<file path="src/rtl/percentile_cdf_engine.sv">
// Histogram-to-CDF scan engine: streams the saturating cumulative sum into a CDF RAM
// and resolves percentile thresholds, the mode bin and the pixel total in the same pass.
module percentile_cdf_engine #(
  parameter int BIN_BITS = 8,
  parameter int COUNT_W  = 20,
  parameter int NUM_PCT  = 3,
  parameter int READ_LAT = 1
) (
  input  logic                        iClk,
  input  logic                        iRst_n,
  input  logic                        iStart,
  input  logic                        iClearSrc,
  input  logic [NUM_PCT*COUNT_W-1:0]  iTargets,
  output logic                        oBusy,
  output logic                        oDone,
  output logic [BIN_BITS-1:0]         oSrcAddr,
  input  logic [COUNT_W-1:0]          iSrcQ,
  output logic [BIN_BITS-1:0]         oSrcWAddr,
  output logic                        oSrcWe,
  output logic [BIN_BITS-1:0]         oCdfAddr,
  output logic [COUNT_W-1:0]          oCdfData,
  output logic                        oCdfWe,
  output logic [NUM_PCT*BIN_BITS-1:0] oThresh,
  output logic [NUM_PCT-1:0]          oThreshValid,
  output logic [COUNT_W-1:0]          oMaxCount,
  output logic [BIN_BITS-1:0]         oMaxBin,
  output logic [COUNT_W-1:0]          oTotal,
  output logic                        oOverflow
);

  localparam int FLUSH_W = $clog2(READ_LAT + 1) + 1;

  typedef enum logic [1:0] {IDLE, SCAN, FLUSH, DONE} state_t;

  state_t                         state_q, state_d;
  logic [BIN_BITS-1:0]            addr_q, addr_d;
  logic [FLUSH_W-1:0]             flush_cnt_q, flush_cnt_d;
  logic                           clear_q, clear_d;
  logic [NUM_PCT*COUNT_W-1:0]     tgt_q, tgt_d;
  logic [READ_LAT-1:0]            vld_q, vld_d;
  logic [READ_LAT-1:0][BIN_BITS-1:0] pipe_addr_q, pipe_addr_d;
  logic [COUNT_W-1:0]             cum_q, cum_d;
  logic                           ovf_q, ovf_d;
  logic [NUM_PCT-1:0]             found_q, found_d;
  logic [NUM_PCT*BIN_BITS-1:0]    thr_q, thr_d;
  logic [COUNT_W-1:0]             max_q, max_d;
  logic [BIN_BITS-1:0]            max_bin_q, max_bin_d;
  logic                           cdf_we_q, cdf_we_d;
  logic [BIN_BITS-1:0]            cdf_addr_q, cdf_addr_d;
  logic [COUNT_W-1:0]             cdf_data_q, cdf_data_d;
  logic [NUM_PCT*BIN_BITS-1:0]    thresh_q, thresh_d;
  logic [NUM_PCT-1:0]             thresh_valid_q, thresh_valid_d;
  logic [COUNT_W-1:0]             max_count_q, max_count_d;
  logic [BIN_BITS-1:0]            max_bin_res_q, max_bin_res_d;
  logic [COUNT_W-1:0]             total_q, total_d;
  logic                           overflow_q, overflow_d;

  logic                           consume;
  logic [BIN_BITS-1:0]            consume_addr;
  logic [COUNT_W:0]               sum;
  logic                           new_ovf;
  logic [COUNT_W-1:0]             new_cum;

  always_comb begin
    state_d        = state_q;
    addr_d         = addr_q;
    flush_cnt_d    = flush_cnt_q;
    clear_d        = clear_q;
    tgt_d          = tgt_q;
    vld_d          = vld_q;
    pipe_addr_d    = pipe_addr_q;
    cum_d          = cum_q;
    ovf_d          = ovf_q;
    found_d        = found_q;
    thr_d          = thr_q;
    max_d          = max_q;
    max_bin_d      = max_bin_q;
    thresh_d       = thresh_q;
    thresh_valid_d = thresh_valid_q;
    max_count_d    = max_count_q;
    max_bin_res_d  = max_bin_res_q;
    total_d        = total_q;
    overflow_d     = overflow_q;

    // Address/valid pipeline lines up each issued bin index with its returning read data.
    vld_d[0]       = (state_q == SCAN);
    pipe_addr_d[0] = addr_q;
    for (int i = 1; i < READ_LAT; i++) begin
      vld_d[i]       = vld_q[i-1];
      pipe_addr_d[i] = pipe_addr_q[i-1];
    end

    consume      = vld_q[READ_LAT-1];
    consume_addr = pipe_addr_q[READ_LAT-1];
    sum          = {1'b0, cum_q} + {1'b0, iSrcQ};
    new_ovf      = ovf_q | sum[COUNT_W];
    new_cum      = new_ovf ? '1 : sum[COUNT_W-1:0];

    cdf_we_d   = consume;
    cdf_addr_d = consume ? consume_addr : '0;
    cdf_data_d = consume ? new_cum : '0;

    if (consume) begin
      cum_d = new_cum;
      ovf_d = new_ovf;
      for (int p = 0; p < NUM_PCT; p++) begin
        if (!found_q[p] && (new_cum > tgt_q[p*COUNT_W +: COUNT_W])) begin
          found_d[p]                   = 1'b1;
          thr_d[p*BIN_BITS +: BIN_BITS] = consume_addr;
        end
      end
      if (iSrcQ > max_q) begin
        max_d     = iSrcQ;
        max_bin_d = consume_addr;
      end
    end

    case (state_q)
      IDLE: begin
        if (iStart) begin
          state_d   = SCAN;
          addr_d    = '0;
          clear_d   = iClearSrc;
          tgt_d     = iTargets;
          cum_d     = '0;
          ovf_d     = 1'b0;
          found_d   = '0;
          thr_d     = '0;
          max_d     = '0;
          max_bin_d = '0;
        end
      end
      SCAN: begin
        addr_d = addr_q + 1'b1;
        if (addr_q == '1) begin
          state_d     = FLUSH;
          flush_cnt_d = '0;
        end
      end
      // Drains the read pipeline and the registered CDF write of the last bin.
      FLUSH: begin
        flush_cnt_d = flush_cnt_q + 1'b1;
        if (flush_cnt_q == FLUSH_W'(READ_LAT)) begin
          state_d        = DONE;
          thresh_d       = thr_q;
          thresh_valid_d = found_q;
          max_count_d    = max_q;
          max_bin_res_d  = max_bin_q;
          total_d        = cum_q;
          overflow_d     = ovf_q;
        end
      end
      DONE: state_d = IDLE;
      default: state_d = IDLE;
    endcase
  end

  always_ff @(posedge iClk or negedge iRst_n) begin
    if (!iRst_n) begin
      state_q        <= IDLE;
      addr_q         <= '0;
      flush_cnt_q    <= '0;
      clear_q        <= 1'b0;
      tgt_q          <= '0;
      vld_q          <= '0;
      pipe_addr_q    <= '0;
      cum_q          <= '0;
      ovf_q          <= 1'b0;
      found_q        <= '0;
      thr_q          <= '0;
      max_q          <= '0;
      max_bin_q      <= '0;
      cdf_we_q       <= 1'b0;
      cdf_addr_q     <= '0;
      cdf_data_q     <= '0;
      thresh_q       <= '0;
      thresh_valid_q <= '0;
      max_count_q    <= '0;
      max_bin_res_q  <= '0;
      total_q        <= '0;
      overflow_q     <= 1'b0;
    end else begin
      state_q        <= state_d;
      addr_q         <= addr_d;
      flush_cnt_q    <= flush_cnt_d;
      clear_q        <= clear_d;
      tgt_q          <= tgt_d;
      vld_q          <= vld_d;
      pipe_addr_q    <= pipe_addr_d;
      cum_q          <= cum_d;
      ovf_q          <= ovf_d;
      found_q        <= found_d;
      thr_q          <= thr_d;
      max_q          <= max_d;
      max_bin_q      <= max_bin_d;
      cdf_we_q       <= cdf_we_d;
      cdf_addr_q     <= cdf_addr_d;
      cdf_data_q     <= cdf_data_d;
      thresh_q       <= thresh_d;
      thresh_valid_q <= thresh_valid_d;
      max_count_q    <= max_count_d;
      max_bin_res_q  <= max_bin_res_d;
      total_q        <= total_d;
      overflow_q     <= overflow_d;
    end
  end

  // The source bin is zeroed in the same cycle its count is consumed.
  assign oSrcWe       = consume & clear_q;
  assign oSrcWAddr    = oSrcWe ? consume_addr : '0;
  assign oBusy        = (state_q == SCAN) || (state_q == FLUSH);
  assign oDone        = (state_q == DONE);
  assign oSrcAddr     = (state_q == SCAN) ? addr_q : '0;
  assign oCdfWe       = cdf_we_q;
  assign oCdfAddr     = cdf_addr_q;
  assign oCdfData     = cdf_data_q;
  assign oThresh      = thresh_q;
  assign oThreshValid = thresh_valid_q;
  assign oMaxCount    = max_count_q;
  assign oMaxBin      = max_bin_res_q;
  assign oTotal       = total_q;
  assign oOverflow    = overflow_q;

endmodule

</file>
<file path="config.mk">
export PLATFORM = sky130hd
export DESIGN_NAME = percentile_cdf_engine
export DESIGN_NICKNAME = d
export VERILOG_FILES = /design/src/rtl/percentile_cdf_engine.sv
export SDC_FILE = /design/constraint.sdc
export NUM_CORES = 1
export LEC_CHECK = 0
export CAP_MARGIN = 20
export CORE_ASPECT_RATIO = 1.4
export CORE_UTILIZATION = 35
export DETAILED_ROUTE_END_ITERATION = 8
export GPL_TIMING_DRIVEN = 0
export PLACE_DENSITY = 0.67
export SLEW_MARGIN = 5
export SYNTH_ARGS = -nofsm -noshare
export SYNTH_HDL_FRONTEND = slang
export SYNTH_SLANG_ARGS = --single-unit
export TNS_END_PERCENT = 100
</file>
<file path="constraint.sdc">
create_clock -name iClk -period 5 [get_ports iClk]
set_input_delay 1.5 -clock iClk [delete_from_list [all_inputs] [get_ports iClk]]
set_output_delay 1.5 -clock iClk [all_outputs]
set_load 0.01 [all_outputs]
</file>
==> results of run 1 <==
-- through the flow --
step	util, %	setup TNS (ns)	worst slack (ns)	cells	instance area [um2]
2_1_floorplan	-	0	0.0163	1351	13900
3_3_place_gp	42.8	-2335.15	-8.76	2080	16600
3_5_place_dp	43.0	-40.65	-1.78	2082	16600
4_1_cts	46.5	-0.0151	-0.0151	2136	18000
5_1_grt	47.2	-0.170	-0.0279	2142	18300
6_report	47.2	0	0.0569	2142	18300
-- state kept, by name, summed over array words and instances (netlist names), 8 cells and up --
register,count
thr_q,24
cum_q,20
oMaxBin,8
oCdfData,20
max_bin_q,8
oCdfAddr,8
oThresh,24
addr_q,8
consume_addr,8
oTotal,20
tgt_q,60
oMaxCount,20
max_q,20
-- routing by layer --
metal | GRT usage (%) | vias up | wire length [um]
met5 | 0 | - | 0
met4 | 11.2 | 0 | 2250
met3 | 2.61 | 116 | 1690
met2 | 38.2 | 323 | 21900
met1 | 22.8 | 5528 | 15700
li1 | - | 5232 | -
-- power groups by stage --
stage	Clock [mW]	Sequential, mW	Combinational (mW)
final	2.06	2.32	0.868
after floorplan	0	2.33	0.533
after detailed placement	0	2.35	0.818
after global placement	0	2.36	0.788
after global routing	2.19	2.33	0.972
after CTS	2.10	2.31	0.847
-- final timing paths --
kind | end | slack [ns]
worst max register to register | thr_q[2] | 0.68
min in group asynchronous | oThresh[8] | 0.89
worst max-delay path | thr_q[2] | 0.06
worst min register to register | oCdfWe | 0.41
worst min-delay path | oCdfWe | 0.41
max in group asynchronous | tgt_q[47] | 2.77
-- cells in the final DEF, fill, tap and decap left out, types with 43 or more instances in the layout --
cell	count
sky130_fd_sc_hd__nand2_1	131
sky130_fd_sc_hd__dfrtp_1	263
sky130_fd_sc_hd__inv_1	92
sky130_fd_sc_hd__nand3_1	43
sky130_fd_sc_hd__a21oi_1	83
sky130_fd_sc_hd__nor2_1	69
sky130_fd_sc_hd__ha_1	83
sky130_fd_sc_hd__clkdlybuf4s50_1	189
sky130_fd_sc_hd__o21ai_0	79
sky130_fd_sc_hd__mux2_2	119
-- cells by family (layout without fill, tap and decap cells) --
kind of cell | Yosys count | in the layout | share of synthesized area [%]
other cells | 0 | 3 | 0
mux | 146 | 146 | 11.6
flops | 263 | 263 | 47.5
xor+xnor | 19 | 19 | 1.20
fa+ha+maj | 107 | 107 | 9.71
buf+inv | 168 | 434 | 5.10
simple gates | 388 | 388 | 13.7
compound gates | 260 | 260 | 11.2
-- layout make-up --
cell class | count | area (um2) | share of cell area (%)
sequential | 263 | 6580 | 36.0
clock inverter | 18 | 201 | 1.10
timing repair buffer | 224 | 2250 | 12.3
inverter | 98 | 368 | 2.01
buffer | 65 | 358 | 1.96
multi-input combinational | 920 | 7160 | 39.2
antenna | 3 | 7.51 | 0.0411
clock buffer | 29 | 693 | 3.79
tap | 522 | 653 | 3.57
-- critical path, stage by stage --
cell and delay (ns):
sky130_fd_sc_hd__clkbuf_2 0.13, sky130_fd_sc_hd__ha_4 0.18, sky130_fd_sc_hd__fa_2 0.42, sky130_fd_sc_hd__a211oi_4 0.30, sky130_fd_sc_hd__o211ai_1 0.13, sky130_fd_sc_hd__buf_4 0.18, sky130_fd_sc_hd__nand4_1 0.10, sky130_fd_sc_hd__buf_6 0.13
sky130_fd_sc_hd__a21oi_4 0.08, sky130_fd_sc_hd__buf_8 0.17, sky130_fd_sc_hd__nor2_4 0.15, sky130_fd_sc_hd__inv_2 0.07, sky130_fd_sc_hd__ha_1 0.28, sky130_fd_sc_hd__nand2_1 0.09, sky130_fd_sc_hd__o21ai_2 0.08, sky130_fd_sc_hd__a221o_1 0.37
sky130_fd_sc_hd__a2111o_1 0.48, sky130_fd_sc_hd__nand4b_1 0.14, sky130_fd_sc_hd__buf_6 0.18, sky130_fd_sc_hd__mux2i_1 0.21
-- timing repair --
| item | CTS | global route |
|---|---|---|
| pin swaps | 23 | 19 |
| gates cloned | 1 | 0 |
| resized for setup | 97 | 53 |
| setup buffers | 10 | 4 |
| endpoints found under the setup margin | 27 | 25 |
==> impl.org, run 1 <==
** Power and ir drop
- Largest vdd supply drop :: 0.258 mV
- Power density relative to cell area :: 287 mW/mm2
- Clock Power Share :: 39.3%
- The internal power of the cells totals 3.78 mW.
- Switching pwr :: 1.46 mW
- Leakage power :: 8.09 nW
- The share of total power dissipated in sequential elements is 44.2%.
- Of the total power, combinational logic draws 16.6%.
- Post-layout power :: 5.24 mW
- Net switching is 27.9% of the power.

** GRT
- The first global-routing pass estimated 64,600 um of wire.
- Global Route Usage Sum :: 20.7%
- Entering global routing, the biggest net connects 104 pins.
- The via count of the first global-routing pass is 11,700.
- After global routing the overflow that remains totals 0.
- Initial antenna violation count :: 4

** STA
- Worst Max-Slew Pin Slew :: 0.935 ns
- Headroom to the max-slew limit came out at 37.7%.
- Dividing the final minimum period by the clock period gives 98.9%.
- Worst hold-check slack :: 0.406 ns
- Setup clock skew after layout :: 0.0108 ns
- Based on the critical path, the design can be clocked at up to 202 MHz.
- The worst path needs 4.94 ns of the cycle, external delays included.
- Setup violations remaining at the end of the flow were counted as 0.
- Count of final hold-check violations :: 0
- The number of pins exceeding their max-slew limit in the final report is 0.

** Yosys
- Netlist Area Pre-Place :: 0.0139 mm2
- The cell count after synthesis came out at 1,351.
- Library cell occupying the most area in the post-synthesis netlist :: sky130_fd_sc_hd__dfrtp_1
- In the synthesized netlist the dominant register cell turns out to be sky130_fd_sc_hd__dfrtp_1.
- Of the post-synthesis cell area, the dominant cell type holds 47.5%.
- Number of storage elements in the synthesis netlist :: 263
- Average instance area after synthesis :: 10.3 um2
- Number of flops mapped to enable cells by yosys :: 0
- Cells taking the most area after synthesis :: sky130_fd_sc_hd__dfrtp_1 47%, sky130_fd_sc_hd__mux2_2 9.7%, sky130_fd_sc_hd__ha_1 9.6%
- Synth top cells by count :: 263 x sky130_fd_sc_hd__dfrtp_1, 134 x sky130_fd_sc_hd__nand2_1, 119 x sky130_fd_sc_hd__mux2_2
- In the synthesized netlist the async set-or-reset flop fraction comes to 100%.
- Most repeated cell in the gate-level netlist after synthesis :: sky130_fd_sc_hd__dfrtp_1
- Yosys warning count :: 0
- In this run, distinct cell masters in the synthesized netlist total 68.
- The share of the Yosys chip area taken by registers is 47.5%.
- The number of nets handed over by synthesis was 1,542.

** Drt
- First-pass iteration count of the detailed router :: 5
- Number of design rule violations left after detail routing :: 0
- The first routing iteration left 468 violations.
- After detailed routing, the number of vias per cell comes to 5.23.
- Number of vias after detailed routing :: 11,200
- Drt wl/cell :: 19.4 um
- Once detail routing completed, the nets flagged for antenna violations numbered 0.
- Summed over all layers, the routed wires come to 41,600 um.

** Setup path
- Data on the critical path is required at its endpoint by 5.46 ns.
- Launching element type of the critical path :: primary input
- Capturing element type of the critical path :: register
- Start-to-end type of the worst setup path :: primary input to register
- Highest net fanout along the worst path :: 8
- Critical R2R Launch :: cum_q[0]
- The worst register-to-register path has a depth of 19.
- Source of the critical timing path :: iSrcQ[0]
- Data arrives at the worst endpoint at 5.40 ns.

** Floorplanning
- Area of the placeable core :: 0.0387 mm2
- Die X-Extent :: 170 um
- The floorplan has 85 rows.
- Area enclosed by the die boundary :: 0.0404 mm2
- Die Height :: 237 um
- Initial core utilization :: 35.8%
- I/O Pins :: 208

** Clock tree
- Clock latency on the worst-skew pair :: 0.54 ns
- Clock root cell :: sky130_fd_sc_hd__clkbuf_16
- Clock transition at the registers of the reported paths :: 0.07 ns
- TritonCTS built the clock tree.
- CTS built an H-tree with a depth of 1.
- Post-CTS Hold Fix Bufs :: 0
- For this design, the sink count on the clock tree is 263.
- Clock tree synthesis inserted a total of 26 buffers.
- Clock Tree Buf Depth :: 3

** Layout
- The post-route netlist has 18.7% of its cells at a drive strength greater than 1.
- Layout overhead on the synthesized area :: 31.8%
- The net count of the finished layout is 1,789.
- Layout fillers :: 3,624

** Run
- Number of maximum-capacitance constraint violations :: 0

** Status
- Outcome :: completed

** Hold path
- The worst hold path begins at cdf_we_d.
- The min-delay analysis places its worst path in the category register to register.
- Cell depth of the worst hold path :: 0

** Placement
- Once detailed placement completed, the half-perimeter wirelength came to 31,700 um.
- At the end of routability-driven placement, the weighted congestion stood at 0.876.
- Buffers placed on the I/O ports in this run total 207.
Note: power is estimated with default switching activity, not from simulation.
==> inputs of run 2 (changes only) <==
Settings changed: TNS_END_PERCENT 100 to 10.
==> run 2 against run 1 <==
  * Cell area shrank 0.12%
  * Utilization shrank 0.055 points
  * Sequential power is essentially flat
  * Largest cell class unchanged
  * Register-to-register slack is essentially flat
  * First-iteration DRC count shrank 18%
  * Setup slack lost 0.040 ns
  * Clock power is essentially flat
  * Final cell count grew 0.14%
  * Count of clock-buffer cells in the layout is the same
  * Hold slack lost 0.00082 ns
==> impl.org, run 2 (synthesized netlist as in run 1, its figures left out) <==
** Status
- The flow ran to the end, and the final reports show no timing, DRC or antenna violations.

** GRT
- Initial antenna violation count :: 3
- Entering global routing, the biggest net connects 104 pins.
- Global Route Usage Sum :: 20.6%
- The first global-routing pass estimated 64,300 um of wire.
- The via count of the first global-routing pass came to 11,600.
- Aggregate global routing overflow :: 0

** Hold path
- In this run the worst hold path is classified as register to register.

** Power and ir drop
- Post-layout power :: 5.24 mW
- Per report_power, the sequential group accounts for 44.2% of the total.
- Power density relative to cell area :: 287 mW/mm2
- Cell internal power dissipation :: 3.78 mW
- Switching pwr :: 1.46 mW
- Switching part of the total :: 27.8%
- Clock Power Share :: 39.2%
- IR analysis of the VDD net gives a maximum drop of 0.254 mV.
- Part of the power in combinational logic :: 16.6%
- In this run the static leakage power is 8.09 nW.

** Setup path
- Required @ worst endpoint :: 5.46 ns
- The worst setup path is launched from a primary input.
- The setup check on the worst reg-to-reg path leaves a slack of 0.69 ns.
- Worst Path Arrival :: 5.44 ns
- Start-to-end type of the worst setup path :: primary input to register
- Highest net fanout along the worst path :: 8
- Capturing element type of the critical path :: register

** Clock tree
- Clock latency on the worst-skew pair :: 0.54 ns
- Clock-pin slew was measured on the worst setup and hold paths at 0.07 ns.
- Total CTS buffers :: 26
- TritonCTS built the clock tree.
- Buffers inserted to repair hold after CTS numbered 0.
- Clock root cell :: sky130_fd_sc_hd__clkbuf_16
- In this run the number of H-tree levels came out at 1.
- Clock Tree Buf Depth :: 3
- CTS sink cnt :: 263

** Layout
- Sequential cell area :: 0.00658 mm2
- Total area of multi-input combinational cells :: 0.00712 mm2
- tgt_q holds more flip-flops than any other register.
- In the layout the commonest cells are 263 x sky130_fd_sc_hd__dfrtp_1, 190 x sky130_fd_sc_hd__clkdlybuf4s50_1, 129 x sky130_fd_sc_hd__nand2_1.
- Most common library cell in the layout ignoring fill and taps :: sky130_fd_sc_hd__dfrtp_1
- In the final layout, the share of cells above drive strength 1 is 18.6%.
- At the end of the flow, the number of nets in the layout was 1,792.
- The register with the most flip-flops in the layout has 60 of them.
- Final core utilization :: 47.1%
- Finished Layout Cells :: 2,145
- Layout overhead on the synthesized area :: 31.7%
- Counting the fill cells in the layout gives 3,625.

** Placement
- The congestion estimate from routability-driven global placement came to 0.876.
- Total instance count after detailed placement :: 2,082
- Port-buffer cells :: 207
- DP Wirelength :: 31,700 um

** Floorplanning
- Measured along the y axis, the die boundary spans 237 um.
- The floorplan step defined a core boundary enclosing 0.0387 mm2.
- Die X-Extent :: 170 um
- Placement Rows :: 85
- 208 I/O pins were placed.
- The die covers 0.0404 mm2.
- Initial core utilization :: 35.8%

** STA
- Clock period minus final worst setup slack :: 4.98 ns
- FMAX :: 201 MHz
- Between clock sinks in the finished design, the worst skew comes to 0.00934 ns.
- The number of pins exceeding their max-slew limit in the final report was 0.
- Setup repair after global routing missed its margin :: true
- Finish-stage setup viols :: 0
- For the pin with the worst max-slew slack, the measured transition is 0.930 ns.
- Worst hold-check slack :: 0.405 ns
- Crit share post-route :: 99.7%
- In this run the tightest slew margin relative to its limit is 38.0%.
- The number of hold violations in the final report came to 0.
- For the final routed database, the setup TNS stands at 0 ns.

** Drt
- After detailed routing, the met3 layer carries 1620 um of wire.
- The detailed router put a total of 15,700 um of wire on met1.
- First-pass iteration count of the detailed router :: 5
- Number of nets with antenna violations after detailed routing :: 0
- The highest metal layer carrying signal wires in the routed design is met4.
- Violation count after the first detailed-route iteration :: 386
- Drt wl/cell :: 19.3 um
- After detailed routing, the total wire length is 41,400 um.
- In the routed layout, each cell is associated on average with a via count of 5.18.
- Number of vias after detailed routing :: 11,100
- Number of design rule violations left after detail routing :: 0
- Detailed routing placed a total of 22,000 um of wire on met2.

** Run
- The tool flagged a number of max-cap violations equal to 0.
==> run 2: cell types whose count changed in the layout (fill, tap and decap cells not counted), sizes merged <==
cell           previous run  this run
dlymetal6s2s              7         6
buf                      45        48
dlygate4sd2               9         8
clkdlybuf4s15             0         1
clkdlybuf4s50           189       190
==> run 2: path summary, 6_finish.rpt <==
| kind | start | end | cells after the start |
|---|---|---|---|
| worst max-delay path | iSrcQ[9] | thr_q[2] | 18 |
| worst min-delay path | cdf_we_d | oCdfWe | 0 |
| worst max register to register | cum_q[0] | thr_q[2] | 19 |
| worst min register to register | cdf_we_d | oCdfWe | 0 |
| max in group asynchronous | iRst_n | tgt_q[47] | 3 |
| min in group asynchronous | iRst_n | oThresh[8] | 1 |
==> run 2: metal layers <==
metal	global-route usage (%)	vias to the layer above
met5	0	-
li1	-	5241
met3	2.71	105
met2	38.1	293
met1	22.6	5467
met4	10.8	0
==> run 2: through the flow <==
step           area, um2  setup WS, ns
2_1_floorplan      13900        0.0163
3_3_place_gp       16600         -8.76
3_5_place_dp       16600         -1.78
4_1_cts            18000       -0.0151
5_1_grt            18300        -0.111
6_report           18300        0.0168
==> run 2: power by group through the flow <==
stage | clock network (mW) | registers [mW] | logic, mW
global placement | 0 | 2.36 | 0.788
floorplan | 0 | 2.33 | 0.533
global route | 2.19 | 2.33 | 0.976
finish | 2.06 | 2.32 | 0.870
CTS | 2.10 | 2.31 | 0.846
detailed placement | 0 | 2.35 | 0.818
==> run 2: layout make-up <==
cell class                 count  share of cell area, %
antenna                        3                 0.0411
buffer                        65                   1.94
clock buffer                  29                   3.80
clock inverter                18                   1.10
inverter                      98                   2.02
multi-input combinational    920                   39.0
sequential                   263                   36.1
tap                          522                   3.58
timing repair buffer         227                   12.4
==> run 2: repair_timing <==
| item | 4_1_cts | 5_1_grt |
|---|---|---|
| pin swaps | 23 | 20 |
| gates resized for setup | 94 | 49 |
| endpoints found under the hold margin | 0 | 0 |
| setup endpoints to repair | 27 | 25 |
| cloned | 1 | 0 |
| setup buffers | 10 | 7 |
==> run 2: worst max-delay path, cell delays in order <==
cell	delay, ns
sky130_fd_sc_hd__clkdlybuf4s50_1	0.52
sky130_fd_sc_hd__ha_4	0.36
sky130_fd_sc_hd__nand2_1	0.09
sky130_fd_sc_hd__a21oi_2	0.24
sky130_fd_sc_hd__nand4_1	0.16
sky130_fd_sc_hd__buf_6	0.16
sky130_fd_sc_hd__a21oi_4	0.21
sky130_fd_sc_hd__clkbuf_4	0.26
sky130_fd_sc_hd__nor2_4	0.07
sky130_fd_sc_hd__inv_1	0.13
sky130_fd_sc_hd__ha_1	0.26
sky130_fd_sc_hd__nand4_1	0.14
sky130_fd_sc_hd__inv_1	0.05
sky130_fd_sc_hd__a221o_1	0.32
sky130_fd_sc_hd__a2111o_1	0.43
sky130_fd_sc_hd__nand4b_1	0.15
sky130_fd_sc_hd__buf_6	0.18
sky130_fd_sc_hd__mux2i_1	0.21
==> inputs of run 3 (changes only) <==
Settings changed: SETUP_SLACK_MARGIN set to 0.1.
==> run 3 against run 2 <==
  * Clock power shrank 3%
  * Routed wire length is 1.3% higher
  * Die area stayed put
  * Flip-flop and latch count unchanged
  * Cell area increased by 0.79%
  * Power decreased by 1.0%
  * Utilization rose by 0.37 points
  * Sequential power about the same
==> impl.org, run 3 (synthesized netlist as in run 1, its figures left out) <==
** GRT
- Vias in the first global route :: 11,700
- Entering global routing, the biggest net connects 108 pins.
- The total overflow left after global routing is 0.
- Global Route Usage Sum :: 21.0%
- The first global-routing pass estimated 65,400 um of wire.
- The initial antenna violation count was 3.

** Setup path
- The worst setup path is launched from a primary input.
- Grouping stages by cell kind, the critical path spends the most delay in compound AO/OA/AOI/OAI gates.
- Bufs and invs on worst path :: 7
- Required @ worst endpoint :: 5.45 ns
- Capturing element type of the critical path :: register
- Start-to-end type of the worst setup path :: primary input to register
- Data on the critical path arrives at its endpoint at 5.26 ns.
- Along the worst path, the maximum fanout reaches 8.
- The slowest stage of the critical path belongs to the cell sky130_fd_sc_hd__a2111o_1.
- Max incr delay on CP :: 0.49 ns
- The critical path goes through buf_8 -> ha_4 -> fa_2 -> a211oi_2 -> o211ai_1 -> buf_4 -> nand4_1 -> buf_6 -> a21oi_4 -> buf_8 -> nor2_4 -> inv_2 -> ha_1 -> nand4_1 -> inv_1 -> a221o_1 -> a2111o_1 -> nand4b_1 -> buf_6 -> mux2i_1.

** Clock tree
- CTS H-tree lvls :: 1
- Clock latency on the worst-skew pair :: 0.56 ns
- Clock-pin slew was measured on the worst setup and hold paths at 0.06 ns.
- Clock Tree Buf Depth :: 3
- The root buffer cell chosen for the clock tree is sky130_fd_sc_hd__clkbuf_16.
- Clock tree synthesis inserted a total of 26 buffers.
- CTS tree :: built
- The clock drives 263 sinks.

** STA
- Tightest slew margin relative to the limit :: 38.7%
- Of the available clock period, the critical path in the final layout requires 96.2%.
- Static timing analysis puts the maximum clock frequency at 208 MHz.
- Across all setup checks in the final design, the least slack found is 0.191 ns.
- Clock period minus final worst setup slack :: 4.81 ns
- Worst Max-Slew Pin Slew :: 0.919 ns
- Setup violations remaining at the end of the flow were counted as 0.
- Setup repair after global routing could not meet its margin everywhere.
- Adding up every negative setup slack in the final design gives 0 ns.
- The number of hold violations in the final report was 0.
- Across the routed clock network, the largest skew measured is 0.0225 ns.
- The number of pins exceeding their max-slew limit in the final report was 0.

** Run
- Across the run, the number of max-cap violations was 0.

** Placement
- DP Wirelength :: 31,900 um
- Worst slack at placement :: -1.71 ns
- Buffers placed on the I/O ports in this run total 207.
- Placed inst area :: 0.0167 mm2
- Last weighted congestion value of the routability-driven placer :: 0.871

** Layout
- The register with the most flip-flops in the layout has 60 of them.
- In the final layout, the multi-input gates occupy 0.00728 mm2.
- Relative to the synthesized area, the layout overhead comes to 32.7%.
- Commonest non-fill, non-tap cells in the layout :: 263 x sky130_fd_sc_hd__dfrtp_1, 187 x sky130_fd_sc_hd__clkdlybuf4s50_1, 130 x sky130_fd_sc_hd__nand2_1
- Register with the highest flop count :: tgt_q
- The layout has 3,590 filler cells.
- Nets :: 1,796
- Fraction of final layout cells sized beyond drive strength 1 :: 19.9%
- Most common library cell in the layout ignoring fill and taps :: sky130_fd_sc_hd__dfrtp_1
- Across the whole layout, storage elements account for 0.00658 mm2.
- Once layout is done, the placed cells without fillers occupy 0.0184 mm2.
- At the end of the flow the core is filled with cells to 47.5%.

** Drt
- Summing over every cut layer, the via total after detailed routing is 11,100.
- The highest metal layer carrying signal wires in the routed design is met4.
- After detailed routing, the met2 layer carries 22,700 um of wire.
- Routed wire length on met3 :: 1530 um
- Number of nets with antenna violations after detailed routing :: 0
- In the routed layout, each cell is associated on average with a via count of 5.19.
- For this run, design rule violations remaining after detail routing come to 0.
- Detailed-route wire length on metal 1 :: 15,900 um
- In the final routed layout, each cell accounts on average for 19.6 um.
- The detailed router finished its first iteration with 425 violations.
- First-pass iteration count of the detailed router :: 5
- Summed over all layers, the routed wires come to 42,000 um.

** Floorplanning
- Die Height :: 237 um
- The total area inside the core boundary comes to 0.0387 mm2.
- Initial core utilization :: 35.8%
- The die is 170 um wide.
- The die covers 0.0404 mm2.
- Placement Rows :: 85
- Pin placement for this block handled 208 I/O pins.

** Power and ir drop
- Part of the power in combinational logic :: 17.0%
- The design draws 5.19 mW.
- Clock Power Share :: 38.3%
- Of the total power, the share spent switching nets is 27.8%.
- Cell internal power dissipation :: 3.75 mW
- Largest vdd supply drop :: 0.212 mV
- Switching pwr :: 1.44 mW
- Sequential fraction of design power :: 44.7%
- Summed over all cells, the static leakage comes to 8.13 nW.
- For this design the ratio of total power to cell area is 282 mW/mm2.

** Status
- The flow ran to the end, and the final reports show no timing, DRC or antenna violations.

** Hold path
- Classification of the worst-slack hold path :: register to register
-- run 3: cell types whose count changed in the layout (fill, tap and decap cells not counted), sizes merged --
cell and delta:
clkinv +1, bufinv -1, buf +5, inv -3, clkbuf +8, clkinvlp -2
clkdlybuf4s50 -3, clkdlybuf4s15 -1, dlymetal6s2s -2
-- run 3: area by class of cell --
class,instances,share of cell area (%)
Multi-Input combinational cell,920,39.6
Sequential cell,263,35.8
Timing Repair Buffer,230,12.4
Clock buffer,32,3.94
Tap cell,522,3.55
Buffer,66,2.03
Inverter,98,2.00
Clock inverter,13,0.694
Antenna cell,3,0.0408
-- run 3: per-layer routing --
metal,vias up,track usage (%)
met2,286,39.6
li1,5227,-
met3,84,2.38
met4,0,9.72
met1,5552,23.2
met5,-,0
-- run 3: worst reg2reg max path: cells and delay by family, from the launching register on --
| kind | cells | cell delay [ns] |
|---|---|---|
| buffers and inverters | 6 | 0.79 |
| multiplexers | 1 | 0.23 |
| AO/OA/AOI/OAI | 5 | 1.33 |
| flip-flops | 1 | 0.46 |
| adder cells (fa/ha/maj) | 3 | 0.85 |
| AND/OR/NAND/NOR | 4 | 0.50 |
-- run 3: per-stage QoR --
step                hold WS (ns)  std cells
floorplan                  0.374       1351
global placement           0.384       2080
detailed placement         0.389       2082
CTS                        0.403       2136
global route               0.408       2147
finish                     0.400       2147
-- run 3: final timing paths --
| kind | cells after the start | startpoint | slack, ns | end |
|---|---|---|---|---|
| max | 20 | iSrcQ[0] | 0.19 | thr_q[2] |
| min | 0 | cdf_we_d | 0.40 | oCdfWe |
| max reg2reg | 19 | cum_q[0] | 0.73 | thr_q[2] |
| min reg2reg | 0 | cdf_we_d | 0.40 | oCdfWe |
| max in group asynchronous | 2 | iRst_n | 3.08 | tgt_q[46] |
| min in group asynchronous | 1 | iRst_n | 0.95 | oThresh[8] |
-- run 3: power by group through the flow --
stage / combinational (mW) / sequential, mW / clock [mW]
floorplan: 0.534 / 2.33 / 0
global placement: 0.790 / 2.36 / 0
detailed placement: 0.820 / 2.36 / 0
CTS: 0.859 / 2.32 / 2.03
global route: 1.00 / 2.33 / 2.10
finish: 0.883 / 2.32 / 1.99
-- run 3: repair_timing --
item / in CTS / in global routing
cloned: 1 / 0
hold buffers: 0 / 0
pin swaps: 26 / 37
endpoints found under the setup margin: 27 / 26
setup buffers: 11 / 9
resized for setup: 116 / 77
